## config.mk

```make
export PLATFORM = sky130hd
export DESIGN_NAME = seg7_scan_decoder
export DESIGN_NICKNAME = d
export VERILOG_FILES = /design/src/rtl/seg7_scan_decoder.sv
export SDC_FILE = /design/constraint.sdc
export NUM_CORES = 1
export LEC_CHECK = 0
export CAP_MARGIN = 20
export CORE_MARGIN = 8
export CORE_UTILIZATION = 30
export CTS_CLUSTER_DIAMETER = 100
export DETAILED_ROUTE_END_ITERATION = 12
export GPL_TIMING_DRIVEN = 0
export PLACE_DENSITY_LB_ADDON = 0.05
export SLEW_MARGIN = 30
export SYNTH_ARGS = -nofsm -noshare
export SYNTH_HDL_FRONTEND = slang
export SYNTH_SLANG_ARGS = --single-unit
```

## constraint.sdc

```tcl
create_clock -name clk_osc -period 5.7 [get_ports clk_osc]
set_input_delay 1.425 -clock clk_osc [delete_from_list [all_inputs] [get_ports clk_osc]]
set_output_delay 1.425 -clock clk_osc [all_outputs]
set_load 0.02 [all_outputs]
```

## src/rtl/seg7_scan_decoder.sv

```systemverilog
// Receive-side monitor for the multiplexed 7-segment bus: waits for the scanned
// anode/segment lines to settle, decodes each digit and assembles 4-digit frames.
module seg7_scan_decoder #(
   parameter int unsigned SETTLE_CYCLES  = 16,
   parameter int unsigned TIMEOUT_CYCLES = 524288
) (
   input  logic        clk_osc,
   input  logic        resetn,
   input  logic [3:0]  anode,
   input  logic [6:0]  seg,
   output logic [15:0] digits,
   output logic [3:0]  digit_seen,
   output logic [15:0] frame_digits,
   output logic        frame_valid,
   output logic [3:0]  blank_mask,
   output logic [3:0]  err_pattern,
   output logic        err_anode,
   output logic        display_dead
);

   localparam logic [1:0]  ST_IDLE     = 2'd0;
   localparam logic [1:0]  ST_SETTLING = 2'd1;
   localparam logic [1:0]  ST_HOLD     = 2'd2;

   localparam logic [7:0]  SETTLE_MAX  = 8'(SETTLE_CYCLES);
   localparam logic [7:0]  SETTLE_LAST = 8'(SETTLE_CYCLES - 1);
   localparam logic [19:0] TIMEOUT_LIM = 20'(TIMEOUT_CYCLES);
   localparam logic [19:0] IDLE_MAX    = 20'hFFFFF;

   // Returns {blank, bad, code} for one segment pattern.
   function automatic logic [5:0] decodeSeg(input logic [6:0] pattern);
      logic [5:0] result;
      case (pattern)
         7'b0111111: result = {2'b00, 4'd0};
         7'b0000110: result = {2'b00, 4'd1};
         7'b1011011: result = {2'b00, 4'd2};
         7'b1001111: result = {2'b00, 4'd3};
         7'b1100110: result = {2'b00, 4'd4};
         7'b1101101: result = {2'b00, 4'd5};
         7'b1111101: result = {2'b00, 4'd6};
         7'b0000111: result = {2'b00, 4'd7};
         7'b1111111: result = {2'b00, 4'd8};
         7'b1101111: result = {2'b00, 4'd9};
         7'b0000000: result = {2'b10, 4'hF};
         default:    result = {2'b01, 4'hE};
      endcase
      return result;
   endfunction

   logic [10:0] sync1_q, sync2_q, prev_q;
   logic [1:0]  state_q, state_d;
   logic [7:0]  stableCnt_q, stableCnt_d;
   logic [19:0] idleCnt_q, idleCnt_d;
   logic [15:0] digits_q, digits_d;
   logic [3:0]  digitSeen_q, digitSeen_d;
   logic [15:0] frameDigits_q, frameDigits_d;
   logic        frameValid_q, frameValid_d;
   logic [3:0]  blankMask_q, blankMask_d;
   logic [3:0]  errPattern_q, errPattern_d;
   logic        errAnode_q, errAnode_d;

   logic [3:0]  syncAnode;
   logic [6:0]  syncSeg;
   logic        changed, captureEdge, validCapture;
   logic        anodeOne, anodeMulti;
   logic [1:0]  anodeIdx;
   logic [5:0]  decoded;
   logic [3:0]  seenMerged;

   assign syncAnode    = sync2_q[10:7];
   assign syncSeg      = sync2_q[6:0];
   assign changed      = (sync2_q != prev_q);
   assign captureEdge  = (state_q == ST_SETTLING) && !changed && (stableCnt_q == SETTLE_LAST);
   assign validCapture = captureEdge && anodeOne;
   assign decoded      = decodeSeg(syncSeg);

   always_ff @(posedge clk_osc or negedge resetn) begin
      if (!resetn) begin
         sync1_q <= '0;
         sync2_q <= '0;
         prev_q  <= '0;
      end else begin
         sync1_q <= {anode, seg};
         sync2_q <= sync1_q;
         prev_q  <= sync2_q;
      end
   end

   // All-off is a legitimate blanking slot; any other multi-low pattern is a bus fault.
   always_comb begin
      anodeOne   = 1'b0;
      anodeMulti = 1'b0;
      anodeIdx   = 2'd0;
      case (syncAnode)
         4'b1110: begin anodeOne = 1'b1; anodeIdx = 2'd0; end
         4'b1101: begin anodeOne = 1'b1; anodeIdx = 2'd1; end
         4'b1011: begin anodeOne = 1'b1; anodeIdx = 2'd2; end
         4'b0111: begin anodeOne = 1'b1; anodeIdx = 2'd3; end
         4'b1111: anodeMulti = 1'b0;
         default: anodeMulti = 1'b1;
      endcase
   end

   always_comb begin
      state_d       = state_q;
      stableCnt_d   = stableCnt_q;
      idleCnt_d     = idleCnt_q;
      digits_d      = digits_q;
      digitSeen_d   = digitSeen_q;
      frameDigits_d = frameDigits_q;
      frameValid_d  = 1'b0;
      blankMask_d   = blankMask_q;
      errPattern_d  = errPattern_q;
      errAnode_d    = errAnode_q;
      seenMerged    = digitSeen_q | (4'b0001 << anodeIdx);

      if (changed) begin
         stableCnt_d = '0;
      end else if (stableCnt_q != SETTLE_MAX) begin
         stableCnt_d = stableCnt_q + 8'd1;
      end

      if (changed) begin
         state_d = ST_SETTLING;
      end else if (captureEdge) begin
         state_d = ST_HOLD;
         if (anodeMulti) begin
            errAnode_d = 1'b1;
         end
         if (anodeOne) begin
            digits_d[{anodeIdx, 2'b00} +: 4] = decoded[3:0];
            blankMask_d[anodeIdx] = decoded[5];
            if (decoded[4]) begin
               errPattern_d[anodeIdx] = 1'b1;
            end
            // The snapshot must include the code being captured on this same edge.
            if (seenMerged == 4'b1111) begin
               frameDigits_d = digits_d;
               frameValid_d  = 1'b1;
               digitSeen_d   = '0;
            end else begin
               digitSeen_d = seenMerged;
            end
         end
      end

      if (validCapture) begin
         idleCnt_d = '0;
      end else if (idleCnt_q != IDLE_MAX) begin
         idleCnt_d = idleCnt_q + 20'd1;
      end
   end

   always_ff @(posedge clk_osc or negedge resetn) begin
      if (!resetn) begin
         state_q       <= ST_IDLE;
         stableCnt_q   <= '0;
         idleCnt_q     <= '0;
         digits_q      <= '0;
         digitSeen_q   <= '0;
         frameDigits_q <= '0;
         frameValid_q  <= 1'b0;
         blankMask_q   <= '0;
         errPattern_q  <= '0;
         errAnode_q    <= 1'b0;
      end else begin
         state_q       <= state_d;
         stableCnt_q   <= stableCnt_d;
         idleCnt_q     <= idleCnt_d;
         digits_q      <= digits_d;
         digitSeen_q   <= digitSeen_d;
         frameDigits_q <= frameDigits_d;
         frameValid_q  <= frameValid_d;
         blankMask_q   <= blankMask_d;
         errPattern_q  <= errPattern_d;
         errAnode_q    <= errAnode_d;
      end
   end

   assign digits       = digits_q;
   assign digit_seen   = digitSeen_q;
   assign frame_digits = frameDigits_q;
   assign frame_valid  = frameValid_q;
   assign blank_mask   = blankMask_q;
   assign err_pattern  = errPattern_q;
   assign err_anode    = errAnode_q;
   assign display_dead = (idleCnt_q >= TIMEOUT_LIM);

endmodule

```

## After elaboration in Yosys (flattened, before gate mapping)

Cells that the tools add are included.

| word-level totals | value |
|---|---|
| input bits | 13 |
| word-level logic and storage cells | 80 |
| flip-flop bits (word level) | 109 |

| operators by class | value |
|---|---|
| reduce and logical (&&, ||, !) cells | 15 |
| shift-type cells | 3 |
| add/sub/neg operators | 3 |
| multiplexer cells | 18 |
| bitwise gates (word level) | 4 |
| equal/unequal tests | 21 |
| magnitude comparators | 3 |

Operator list:

| kind | count |
|---|---|
| $pmux W6 S11 | 1 |
| $eq A7 B7 Y1 const B | 7 |
| $mux W20 | 2 |
| $add A20 B1 Y20 const B | 1 |
| $eq A4 B4 Y1 const B | 5 |
| $ge A20 B20 Y1 const B | 1 |
| $ne A20 B20 Y1 const B | 1 |
| $bwmux W16 | 1 |
| $mux W8 | 2 |
| $shift A4 B6 Y16 const A | 1 |
| $shiftx A4 B6 Y16 | 1 |
| $eq A7 B3 Y1 const B | 2 |
| $ne A11 B11 Y1 | 1 |
| $add A8 B1 Y8 const B | 1 |
| $eq A8 B4 Y1 const B | 1 |
| $ne A8 B5 Y1 const B | 1 |
| $or A4 B4 Y4 | 2 |
| $reduce_and A4 Y1 | 2 |
| $eq A7 B6 Y1 const B | 1 |
| $logic_not A7 Y1 | 1 |
| $mux W1 | 6 |
| $neg A4 Y6 | 1 |
| $pmux W2 S3 | 1 |
| $reduce_and A3 Y1 | 2 |
| other kinds (15) | 22 |

## Longest topological paths before layout

Gate-level depths: netlist of the first run.

| logic depth | value |
|---|---|
| depth after elaboration | 9 |
| gate-level depth with buffers | 9 |
| gate-level depth less buffers | 7 |

## Worst setup path after synthesis of the first run

Ideal clock, no wire load.

| path | value |
|---|---|
| path type | register -> register |
| from | register sync2_q[8] |
| to | register frameDigits_q[0] (netlist: frame_digits[0]) |
| buffers on the path | 2 |
| data arrival time | 2.231 ns |
| library setup time | 0.125 ns |
| stages on the path, launching flop included | 10 |
| clock period less this slack | 2.356 ns |
| slack | 3.344 ns |
| path through | dfrtp_1 buf_2 xor2_1 nand3_1 inv_1 ha_1 o22ai_1 nor4b_4 buf_6 mux2_2 |

| on the way | value |
|---|---|
| word-level cells in the longest chain between the ends | 6 |
| elaborated cells on any way between the ends | 20 |

RTL lines:

| item | line | text |
|---|---|---|
| start, declared | 50 | `logic [10:0] sync1_q, sync2_q, prev_q;` |
| start signal, assigned | 84 | `sync2_q <= sync1_q;` |
| branches (longest 6 deep; another with $neg A4 Y6) | -- |  |
| end signal, assigned | 172 | `frameDigits_q <= frameDigits_d;` |
| end, declared | 56 | `logic [15:0] frameDigits_q, frameDigits_d;` |

Parallel ways; which one is timed is not known.
A chain may end at the register's enable or synchronous reset.

## Final worst setup path of the first run

| path | value |
|---|---|
| from | register idleCnt_q[19] |
| to | output port display_dead |

| on the way | value |
|---|---|
| word-level cells in the longest chain between the ends | 1 |

RTL lines:

| item | line | text |
|---|---|---|
| start, declared | 53 | `logic [19:0] idleCnt_q, idleCnt_d;` |
| start signal, assigned | 169 | `idleCnt_q <= idleCnt_d;` |
| $ge A20 B20 Y1 | 187 | `assign display_dead = (idleCnt_q >= TIMEOUT_LIM);` |
| end, declared | 18 | `output logic display_dead` |

Every way passes these cells.

==> results of run 1 <==
-- sequential cells by signal (all words and copies together), names as in the netlist --
register / flops
blank_mask: 4
digit_seen: 4
digits: 16
err_anode: 1
err_pattern: 4
frame_digits: 16
frame_valid: 1
idleCnt_q: 20
prev_q: 11
stableCnt_q: 8
state_q: 2
sync1_q: 11
sync2_q: 11
-- worst max-delay path: stages (launching register included) --
cell and delay [ns]:
dfrtp_1 0.38, clkbuf_1 0.11, clkdlybuf4s50_1 0.60
-- final timing paths --
check / start / end / slack (ns) / depth (start not counted)
min reg2reg: sync1_q[4] / sync2_q[4] / 0.35 / 0
min: sync1_q[4] / sync2_q[4] / 0.35 / 0
max: idleCnt_q[19] / display_dead / 2.84 / 2
min in group asynchronous: resetn / prev_q[9] / 0.94 / 1
max reg2reg: sync2_q[8] / frame_digits[4] / 2.98 / 9
max in group asynchronous: resetn / frame_digits[5] / 4.10 / 2
-- final cells by class --
cell class                 instances  area, sq um  share of cell area, %
inverter                          27        101.3                  1.657
clock buffer                       9        225.2                  3.682
tap                              216        270.3                  4.418
multi-input combinational        279         1952                  31.91
timing repair buffer              60        623.1                  10.19
buffer                            18        95.09                  1.555
clock inverter                     7        122.6                  2.005
sequential                       109         2728                  44.59
-- power by group through the flow --
stage	registers, uW	logic [uW]	clock network, uW
finish	791	80.0	726
global route	792	91.0	782
CTS	791	82.1	752
detailed placement	807	81.9	0
global placement	807	78.7	0
floorplan	805	41.5	0
-- kinds of logic (layout without fill, tap and decap cells) --
kind of cell    count (synthesis)  after routing
simple gates                  141            141
xor+xnor                       38             38
mux                            21             21
flops                         109            109
fa+ha+maj                      13             13
compound gates                 66             66
buf+inv                        45            121
-- placed cells by master, fill, tap and decap left out, types with 11 or more instances in the layout --
cell type        count
xor2_1              32
nand4_1             15
a22o_1              16
inv_1               27
o22ai_1             19
nor2_1              44
ha_1                12
nand2_1             23
mux2_2              19
nand3_1             17
a21oi_1             11
clkdlybuf4s50_1     58
dfrtp_1            109
-- layer usage --
metal	share of wire, %	track usage, %	wire length, um	up-vias
met5	0	0	0	-
met4	2.2	5.755	255	0
met3	3.9	2.621	442	14
met2	47	18.77	5363	49
met1	47	15.34	5372	1664
li1	-	-	-	1647
-- stage by stage --
step	instances	util (%)	hold slack, ns	area (sq um)
5_1_grt	725	38.51	0.3588	6117
3_5_place_dp	709	36.32	0.3362	5769
6_report	725	38.51	0.3504	6117
4_1_cts	725	38.51	0.3540	6117
2_1_floorplan	433	-	0.3312	4876
3_3_place_gp	708	36.11	0.3366	5737
==> flow_metrics.py, run 1 <==
metrics = {
    "sta": {
        "finalCriticalPeriod_ns": 2.863,
        "final_max_slew_viol_count": 0,
        "hold_violations": 0,
        "worst-slew-pin-transition_ns": 0.7276,
        "fin_skew_ns": 0.006576,
        "max_freq_mhz": 349.2,
        "relSlewSlack_pct": 51.27,
        "post-route-period-util_pct": 50.23,
        "fin_ws_ns": 2.837,
        "fin_tns_setup_ns": 0,
        "grt_setup_unrepaired": "false",
        "setup_viol": 0,
    },
    "synth": {
        "syn_avg_cell_area_sq_um": 11.26,
        "synth.distinct_cells": 52,
        "ys_top_cells_by_area": "dfrtp_1, xor2_1, mux2_2, nor2_1, ha_1",
        "synth_seq_cells": 109,
        "syn_inst": 433,
        "synth_top_family_by_area": "simple AND/OR/NAND/NOR gates",
        "synth_nets": 458,
        "ys.flop_type": "dfrtp_1",
        "synth-edff-count": 0,
        "synth_most_common_cell": "dfrtp_1",
        "synthDominantCellAreaShare_pct": 55.94,
        "ys_seq_area_share_pct": 55.94,
        "async_flop_share_pct": 100.0,
        "synth_adder_area_share_pct": 3.285,
        "yosysWarnings": 0,
        "syn-cell-area_sq_um": 4876,
        "synth-simple-area-share_pct": 15.50,
        "synthXorXnorAreaFrac_pct": 6.826,
        "netlist_top_cells_count": "dfrtp_1, nor2_1, xor2_1, inv_1, nand2_1",
        "muxShareOfSynthArea_pct": 4.824,
        "synth_compound_area_share_pct": 9.597,
        "synth_top_cell_by_area": "dfrtp_1",
    },
    "drt": {
        "drt_iter0_markers": 166,
        "vias_per_cell": 4.654,
        "routed_wl_mm": 11.43,
        "ant_nets": 0,
        "vias": 3374,
        "drtPass1Iterations": 4,
        "avgRoutedWirePerCell_um": 15.77,
        "drc": 0,
    },
    "clock_tree": {
        "hold_buffers": 0,
        "post_cts_resized": 0,
        "cts-root-buf": "clkbuf_16",
        "clock-sinks": 109,
        "cts_tree": "built",
        "cts_setup_buffers": 0,
        "cts_buffers": 9,
        "cts_max_level": 3,
        "clkTransAtPathRegs_ns": 0.07,
        "cts_buffer_depth": 2,
        "clock_latency_ns": 0.35,
    },
    "power_and_ir_drop": {
        "ir_worst_vdd_uv": 150.6,
        "sw_frac_of_total_pct": 22.04,
        "p_leak_uw": 0.002694,
        "power_uw": 1597,
        "internal-power_uw": 1245,
        "switchingPower_uw": 351.9,
        "power_density_nw_per_um2": 261.0,
        "pwr-share-seq_pct": 49.5,
        "clockPowerShare_pct": 45.5,
        "combPwrFrac_pct": 5.0,
    },
    "placed_design": {
        "hpwl_mm": 8.147,
        "dp_slack_ns": 2.922,
        "portBuffers": 59,
        "gp_congestion": 0.7567,
    },
    "global_routing": {
        "antenna_found_initial": 0,
        "grt_pass1_vias": 3390,
        "gr-total-overflow": 0,
        "grt_max_degree": 73,
        "grt_use_total_pct": 11.96,
        "grt_pass1_wl_mm": 18.75,
    },
    "final_layout": {
        "fillCellCount": 1582,
        "syn2layout_area_growth_pct": 25.46,
        "nNetsFinal": 529,
        "antenna_cells": 0,
        "layout-drive-gt1-share_pct": 12.38,
    },
    "flow_run": {
        "maxCapViolations": 0,
    },
    "floorplan": {
        "ioPinCount": 60,
        "core_sq_um": 15890,
        "floorplan.rows": 46,
        "die_h_um": 143.5,
        "initial_utilization_pct": 30.69,
        "die_x_um": 143.5,
        "dieArea_sq_um": 20590,
    },
    "critical_path": {
        "crit_path_start_kind": "flop",
        "worstSetupEndpointType": "output pin",
        "cp.required_ns": 4.28,
        "critPathMaxFanout": 3,
        "worstSetupPathType": "flop to output pin",
        "cp.arrival_ns": 1.44,
    },
    "run_status": {
        "status": "finished, final reports clean",
    },
    "hold_path": {
        "min_path_type": "flop to flop",
    },
}
No activity file was read; power rests on OpenSTA's default activity.
==> run 2: changes to the inputs <==
clock period = 2.6 ns   (was 5.7 ns; I/O delays follow)
==> flow_metrics.py, run 2 (synthesis gave the netlist of run 1 again) <==
metrics = {
    "run_status": {
        "status": "finished, final reports clean",
    },
    "clock_tree": {
        "cts-root-buf": "clkbuf_16",
        "cts_buffers": 9,
        "cts_max_level": 3,
        "cts_tree": "built",
        "cts_buffer_depth": 2,
        "clkTransAtPathRegs_ns": 0.07,
        "clock_latency_ns": 0.35,
        "clock-sinks": 109,
        "hold_buffers": 0,
    },
    "sta": {
        "post-route-period-util_pct": 94.54,
        "grt_setup_unrepaired": "false",
        "max_freq_mhz": 406.8,
        "finalCriticalPeriod_ns": 2.458,
        "hold_violations": 0,
        "relSlewSlack_pct": 55.09,
        "holdWs_ns": 0.1689,
        "fin_ws_ns": 0.1421,
        "final_max_slew_viol_count": 0,
        "fin_skew_ns": 0.007838,
        "worst-slew-pin-transition_ns": 0.6696,
        "setup_viol": 0,
    },
    "critical_path": {
        "r2r_end": "frame_digits[6]",
        "ff2ff_setup_slack_ns": 0.14,
        "critPathMaxFanout": 8,
        "cp.arrival_ns": 2.70,
        "cp.required_ns": 2.84,
        "worstSetupPathType": "flop to flop",
        "crit_path_start_kind": "flop",
        "rr_worst_depth": 10,
        "worstSetupEndpointType": "flop",
        "r2r_start": "sync2_q[8]",
    },
    "final_layout": {
        "top_register": "idleCnt_q",
        "syn2layout_area_growth_pct": 29.02,
        "layout-drive-gt1-share_pct": 16.76,
        "final_common_cell": "dfrtp_1",
        "antenna_cells": 0,
        "nNetsFinal": 539,
        "layout_common_cells": "dfrtp_1, clkdlybuf4s50_1, nor2_1",
        "largest_register_ffs": 20,
        "fin_area_sq_um": 6291,
    },
    "drt": {
        "avgRoutedWirePerCell_um": 16.03,
        "drt_iter0_markers": 123,
        "vias": 3439,
        "drtPass1Iterations": 4,
        "ant_nets": 0,
        "drc": 0,
        "vias_per_cell": 4.679,
        "routed_wl_mm": 11.78,
    },
    "power_and_ir_drop": {
        "internal-power_uw": 2736,
        "p_leak_uw": 0.002768,
        "clockPowerShare_pct": 45.3,
        "switchingPower_uw": 784.6,
        "pwr-share-seq_pct": 49.3,
        "sw_frac_of_total_pct": 22.28,
        "ir_worst_vdd_uv": 330.1,
        "power_density_nw_per_um2": 559.7,
        "combPwrFrac_pct": 5.5,
    },
    "placed_design": {
        "postPlaceCellArea_sq_um": 5769,
        "dp_slack_ns": -0.1780,
        "gp_congestion": 0.7567,
        "portBuffers": 59,
        "hpwl_mm": 8.147,
    },
    "global_routing": {
        "grt_max_degree": 73,
        "grt_pass1_wl_mm": 18.79,
        "grt_use_total_pct": 11.97,
        "grt_pass1_vias": 3394,
        "gr-total-overflow": 0,
        "antenna_found_initial": 0,
    },
    "hold_path": {
        "min_path_type": "input pin to asynchronous set/reset pin",
    },
    "floorplan": {
        "initial_utilization_pct": 30.69,
        "floorplan.rows": 46,
        "die_x_um": 143.5,
        "die_h_um": 143.5,
        "ioPinCount": 60,
        "core_sq_um": 15890,
        "dieArea_sq_um": 20590,
    },
    "flow_run": {
        "maxCapViolations": 0,
    },
}
## run 2: per-stage QoR
step	total power (uW)	utilization, %	cells	TNS [ns]
global placement	1941	36.11	708	-388.43
global route	3667	39.60	735	0
detailed placement	1948	36.32	709	-2.384
floorplan	1855	-	433	0
finish	3521	39.60	735	0
CTS	3567	38.69	726	0
## run 2: worst max-delay path by stage
stage	startpoint	end	slack [ns]	cells past startpoint
finish	sync2_q[8]	frame_digits[6]	0.14	10
global route	sync2_q[1]	frame_digits[11]	0.001	8
CTS	sync2_q[8]	frame_digits[4]	0.009	9
detailed placement	sync2_q[8]	frame_digits[4]	-0.18	9
global placement	resetn	frame_digits[2]	-3.55	1
floorplan	sync2_q[8]	frame_digits[0]	0.24	9
## run 2: final cells by class
cell class / instances / area (sq um)
plain buffers: 18 / 100.1
clock buffers: 9 / 225.2
clock inverters: 7 / 122.6
fillers: 1569 / 9594
inverters: 27 / 106.4
multi-input cells: 279 / 2041
flip-flops and latches: 109 / 2728
well taps: 216 / 270.3
repair buffers: 70 / 698.2
## run 2: timing repair
item | CTS | global route
buffers inserted | 1 | 8
pin swaps | 2 | 5
gates cloned | 0 | 1
gates resized for setup | 8 | 20
setup endpoints to repair | 36 | 52
## run 2: per-layer routing
| layer | wire length, um | part of all wire, % | GRT usage, % |
|---|---|---|---|
| met5 | 0 | 0 | 0 |
| met3 | 396 | 3.4 | 2.621 |
| met2 | 5564 | 47 | 18.82 |
| met4 | 224 | 1.9 | 5.479 |
| met1 | 5594 | 47 | 15.44 |
## run 2: critical path: stages (launching register included)
cell      delay [ns]
dfrtp_1         0.38
clkbuf_4        0.19
xor2_1          0.18
nand3_2         0.21
inv_4           0.14
ha_2            0.23
o22ai_1         0.12
nor4b_4         0.22
buf_4           0.19
buf_4           0.16
mux2_2          0.33
## run 2: power by group through the flow
| stage | clock (uW) | combinational [uW] | sequential, uW |
|---|---|---|---|
| final | 1590 | 192 | 1730 |
| after detailed placement | 0 | 180 | 1770 |
| after global placement | 0 | 173 | 1770 |
| after CTS | 1650 | 183 | 1730 |
| after global routing | 1710 | 215 | 1740 |
| after floorplan | 0 | 90.9 | 1760 |
==> run 3: changes to the inputs <==
HOLD_SLACK_MARGIN = 0.12   (was unset)
==> results of run 3 <==
Same layout as run 2: the final DEF is identical, and so are final timing and power.
